## config.mk

```make
export PLATFORM = sky130hd
export DESIGN_NAME = pu_pipe_flat
export DESIGN_NICKNAME = d
export VERILOG_FILES = /design/src/rtl/pu_pipe_if.sv /design/src/rtl/pu_pipe.sv /design/src/flat_wrapper.sv
export SDC_FILE = /design/constraint.sdc
export NUM_CORES = 1
export LEC_CHECK = 0
export ABC_AREA = 0
export BUFFER_PORTS_ARGS = -buffer_cell sky130_fd_sc_hd__clkbuf_2
export CAP_MARGIN = 20
export CORE_ASPECT_RATIO = 0.6
export CORE_MARGIN = 1.5
export CORE_UTILIZATION = 60
export CTS_CLUSTER_SIZE = 20
export DETAILED_ROUTE_END_ITERATION = 10
export GPL_TIMING_DRIVEN = 0
export PLACE_DENSITY = 0.95
export SYNTH_ARGS = -nofsm -noshare
export SYNTH_HDL_FRONTEND = slang
export SYNTH_SLANG_ARGS = --single-unit
export TNS_END_PERCENT = 1
```

## constraint.sdc

```tcl
create_clock -name clk -period 3.5 [get_ports clk]
set_input_delay 0.525 -clock clk [delete_from_list [all_inputs] [get_ports clk]]
set_output_delay 0.525 -clock clk [all_outputs]
set_load 0.01 [all_outputs]
```

## src/rtl/pu_pipe_if.sv

```systemverilog
// Handshake bundle for pu_pipe: operand input side and result output side.
interface pu_pipe_if #(
  parameter int XLEN  = 5,
  parameter int LANES = 4
);
  logic                    in_valid;
  logic                    in_ready;
  logic [LANES*XLEN-1:0]   nums;
  logic                    mode;
  logic                    out_valid;
  logic                    out_ready;
  logic [XLEN-1:0]         result;

  modport master (
    output in_valid, nums, mode, out_ready,
    input  in_ready, out_valid, result
  );

  modport slave (
    input  in_valid, nums, mode, out_ready,
    output in_ready, out_valid, result
  );
endinterface

```

## src/rtl/pu_pipe.sv

```systemverilog
// Pipelined lane summer: registered operand stage feeding a registered binary adder tree.
// Define PU_PIPE_SAT_EN to make every adder level saturate instead of wrap.
module pu_pipe #(
  parameter int XLEN  = 5,
  parameter int LANES = 4
) (
  input  logic      clk,
  input  logic      rst,
  pu_pipe_if.slave  bus
);
  localparam int LEVELS = $clog2(LANES);
  localparam int NODES  = 2 * LANES;

  // Heap-ordered tree: node 1 is the root, leaves LANES..2*LANES-1 form stage 0.
  logic [XLEN-1:0] node_reg [1:NODES-1];
  logic [LEVELS:0] vld_reg;
  logic [XLEN-1:0] lane_next [LANES];
  logic            stall;
  logic            adv;

  assign stall         = vld_reg[LEVELS] && !bus.out_ready;
  assign adv           = !stall;
  assign bus.in_ready  = adv;
  assign bus.out_valid = vld_reg[LEVELS];
  assign bus.result    = node_reg[1];

  function automatic logic [XLEN-1:0] add_node(input logic [XLEN-1:0] a,
                                               input logic [XLEN-1:0] b);
`ifdef PU_PIPE_SAT_EN
    logic [XLEN:0] s;
    s = {1'b0, a} + {1'b0, b};
    return s[XLEN] ? {XLEN{1'b1}} : s[XLEN-1:0];
`else
    return a + b;
`endif
  endfunction

  generate
    for (genvar gi = 0; gi < LANES; gi++) begin : g_lane
      logic [XLEN-1:0] raw;
      assign raw = bus.nums[gi*XLEN +: XLEN];
      if (gi == 0) begin : g_exact
        assign lane_next[gi] = raw;
      end else begin : g_approx
        assign lane_next[gi] = bus.mode ? {3'b100, raw[XLEN-2 -: XLEN-3]} : raw;
      end
    end
  endgenerate

  // One valid bit per stage; a global advance keeps bubbles and data aligned.
  always_ff @(posedge clk) begin
    if (rst) begin
      vld_reg <= '0;
    end else if (adv) begin
      vld_reg <= {vld_reg[LEVELS-1:0], bus.in_valid};
    end
  end

  always_ff @(posedge clk) begin
    if (rst) begin
      for (int n = 1; n < NODES; n++) begin
        node_reg[n] <= '0;
      end
    end else if (adv) begin
      for (int i = 0; i < LANES; i++) begin
        if (bus.in_valid) begin
          node_reg[LANES + i] <= lane_next[i];
        end
      end
      // Node n sits at level LEVELS - floor(log2 n); its children one level below.
      for (int n = 1; n < LANES; n++) begin
        if (vld_reg[LEVELS - $clog2(n + 1)]) begin
          node_reg[n] <= add_node(node_reg[2*n], node_reg[2*n + 1]);
        end
      end
    end
  end
endmodule

```

## src/flat_wrapper.sv

```systemverilog
// flat-port wrapper written by rule: the top's interface ports become plain ports
module pu_pipe_flat 
#(
  parameter int XLEN  = 5,
  parameter int LANES = 4
)
  (clk, rst, bus_in_valid, bus_nums, bus_mode, bus_out_ready, bus_in_ready, bus_out_valid, bus_result);
  pu_pipe_if #(.XLEN(XLEN), .LANES(LANES)) bus_i ();
  input  logic clk;
  input  logic rst;
  input wire logic [$bits(bus_i.in_valid)-1:0] bus_in_valid;
  input wire logic [$bits(bus_i.nums)-1:0] bus_nums;
  input wire logic [$bits(bus_i.mode)-1:0] bus_mode;
  input wire logic [$bits(bus_i.out_ready)-1:0] bus_out_ready;
  output wire logic [$bits(bus_i.in_ready)-1:0] bus_in_ready;
  output wire logic [$bits(bus_i.out_valid)-1:0] bus_out_valid;
  output wire logic [$bits(bus_i.result)-1:0] bus_result;
  assign bus_i.in_valid = bus_in_valid;
  assign bus_i.nums = bus_nums;
  assign bus_i.mode = bus_mode;
  assign bus_i.out_ready = bus_out_ready;
  assign bus_in_ready = bus_i.in_ready;
  assign bus_out_valid = bus_i.out_valid;
  assign bus_result = bus_i.result;
  pu_pipe #(.XLEN(XLEN), .LANES(LANES)) u_core (.clk(clk), .rst(rst), .bus(bus_i));
endmodule
```

==> impl_metrics.yaml <==
routing:
  firstDrtPassIters: 5
  drc: 0
  drtAntennaViolNets: 0
  first_iter_violations: 69
  wire_per_inst_um: 13.60
  via_count: 1304
  wl_um: 3426
  vias_per_cell: 5.175
critical_path:
  crit_arrival_ns: 1.84
  start_kind: "register"
  crit_path_end_kind: "register"
  cp_data_required_time_ns: 3.64
  crit_type: "register to register"
  crit_fanout: 2
cts:
  post_cts_buffers: 0
  cts_root_buf: "clkbuf_8"
  cts_tree: "done"
  clock_path_buffers: 2
  numCtsBuffers: 5
  clk_pin_slew_ns: 0.08
  clkLatencyLatePin_ns: 0.29
  clock_sinks: 38
  postCtsHoldBufs: 0
  cts_resized: 0
  htreeDepth: 2
timing:
  max_clock_freq_ghz: 0.5875
  setup_viol: 0
  setup_tns_ns: 0
  period_share_pct: 48.63
  relSlewSlack_pct: 48.25
  rsz0062_at_grt: "no"
  hold_viol_final: 0
  worst_slew_pin_slew_ns: 0.7762
  fin_crit_ns: 1.702
  slew_viol_final: 0
  finalClockSkew_ns: 0.005522
  hold_ws_ns: 0.4413
layout:
  final_cell_area_mm2: 0.002400
  drive_gt1_share_pct: 26.09
  fillers: 228
  largest_reg_flops: 35
  antenna_cells: 0
  syn_to_final_growth_pct: 14.85
  final_nets: 246
  finish.utilization_pct: 73.09
synth:
  yosysWarnings: 0
  synthFlopType: "edfxtp_1"
  yosysTopAreaCell: "edfxtp_1"
  syn_inst: 170
  synth_fp_nets: 210
  ys_types: 27
  synth-edff-count: 35
  synth_area_per_cell_um2: 12.29
  synth.most_common_cell: "edfxtp_1"
  yosys-top-cells-area: "edfxtp_1, ha_1, mux2i_1"
  syn_area_mm2: 0.002090
  synth_common_cells: "edfxtp_1, nor2_1, ha_1, mux2i_1, inv_1"
  yosys_register_bits: 38
  yosys.area.top_type_share_pct: 50.30
  yosysSeqAreaShare_pct: 53.17
  async_reset_ff_share_pct: 0
placed_design:
  dp_hpwl_um: 2492
  post_dp_cell_area_mm2: 0.002291
  gp_congestion: 0.7878
  portBuffers: 29
global_route:
  antenna_found_initial: 0
  grt_pass1_wl_um: 5727
  grt_pass1_vias: 1280
  globalRouteOverflowTotal: 0
  track_usage_pct: 20.44
  grt_max_degree: 21
flow_run:
  max_cap_viol_count: 0
min_path:
  hp-class: "input pin to register"
die:
  die_h_um: 48.71
  die_area_mm2: 0.003857
  ios: 32
  coreArea_mm2: 0.003283
  rows: 16
  die_w_um: 79.19
  start_util_pct: 63.64
power:
  p_leak_nw: 1.073
  power.total_mw: 1.051
  powerDensity_mw_per_mm2: 438.1
  irDropWorstVdd_mv: 0.3225
run_status:
  status: "finished clean"
==> critical path: stages (launching register included) <==
cell and delay, ns:
edfxtp_1 0.35, ha_1 0.18, inv_1 0.06, fa_1 0.40, nand2b_1 0.17, a21oi_1 0.18, mux2i_1 0.21
==> area by class of cell <==
cell class              instances  area [µm²]  share of cell area, %
clock inverters                 3       40.04                  1.668
flip-flops and latches         38        1111                  46.30
plain buffers                  13       110.1                  4.588
multi-input cells             109       830.8                  34.62
well taps                      45       56.30                  2.346
repair buffers                 29       145.1                  6.048
inverters                      10       37.54                  1.564
clock buffers                   5       68.82                  2.868
==> kinds of logic (layout without fill, tap and decap cells) <==
group	after synthesis	after routing	share of synthesized area, %
flip-flops	38	38	53.17
adder cells (fa/ha/maj)	15	15	10.06
AO/OA/AOI/OAI	15	15	4.551
multiplexers	12	12	5.749
XOR/XNOR	6	6	2.515
buffers and inverters	23	60	7.066
AND/OR/NAND/NOR	61	61	16.89
==> power breakdown <==
group	switching [mW]	leakage, nW	internal, mW
Sequential	0.0123	0.404	0.530
Clock	0.160	0.0579	0.210
Combinational	0.0720	0.611	0.0671
==> cell usage in the layout (no fill, tap or decap), types with 2 or more instances in the layout <==
master / instances
edfxtp_1: 35
clkbuf_2: 29
nor2_1: 25
mux2i_1: 12
ha_1: 12
inv_1: 10
buf_4: 8
a21o_1: 7
a21oi_1: 7
nand3b_1: 6
nand3_1: 6
and2_1: 5
nor3b_1: 5
clkbuf_8: 5
nand2b_1: 4
buf_6: 4
xor2_1: 3
and3_1: 3
xnor2_1: 3
fa_1: 3
dfxtp_1: 3
nand2_1: 2
clkinv_2: 2
==> routing by layer <==
layer | track usage (%) | routed length, µm | vias to the layer above
li1 | - | - | 664
met1 | 26.14 | 1514 | 586
met2 | 33.05 | 1658 | 43
met3 | 5.472 | 170 | 11
met4 | 8.772 | 82 | 0
met5 | 0 | 0 | -
==> metrics by stage <==
stage               instances  worst slack [ns]
global route              252             1.682
floorplan                 170             1.758
finish                    252             1.798
global placement          244             1.523
detailed placement        244             1.472
CTS                       252             1.778
==> path summary, 6_finish.rpt <==
kind / from / end / slack (ns) / cells after the start
worst min-delay path: rst / u_core.vld_reg[2] / 0.44 / 2
worst max-delay path: u_core.node_reg[0][30] / u_core.node_reg[0][19] / 1.80 / 6
worst max register to register: u_core.node_reg[0][30] / u_core.node_reg[0][19] / 1.80 / 6
worst min register to register: u_core.vld_reg[0] / u_core.vld_reg[0] / 0.49 / 1
Power figures use the tool's default switching activity.
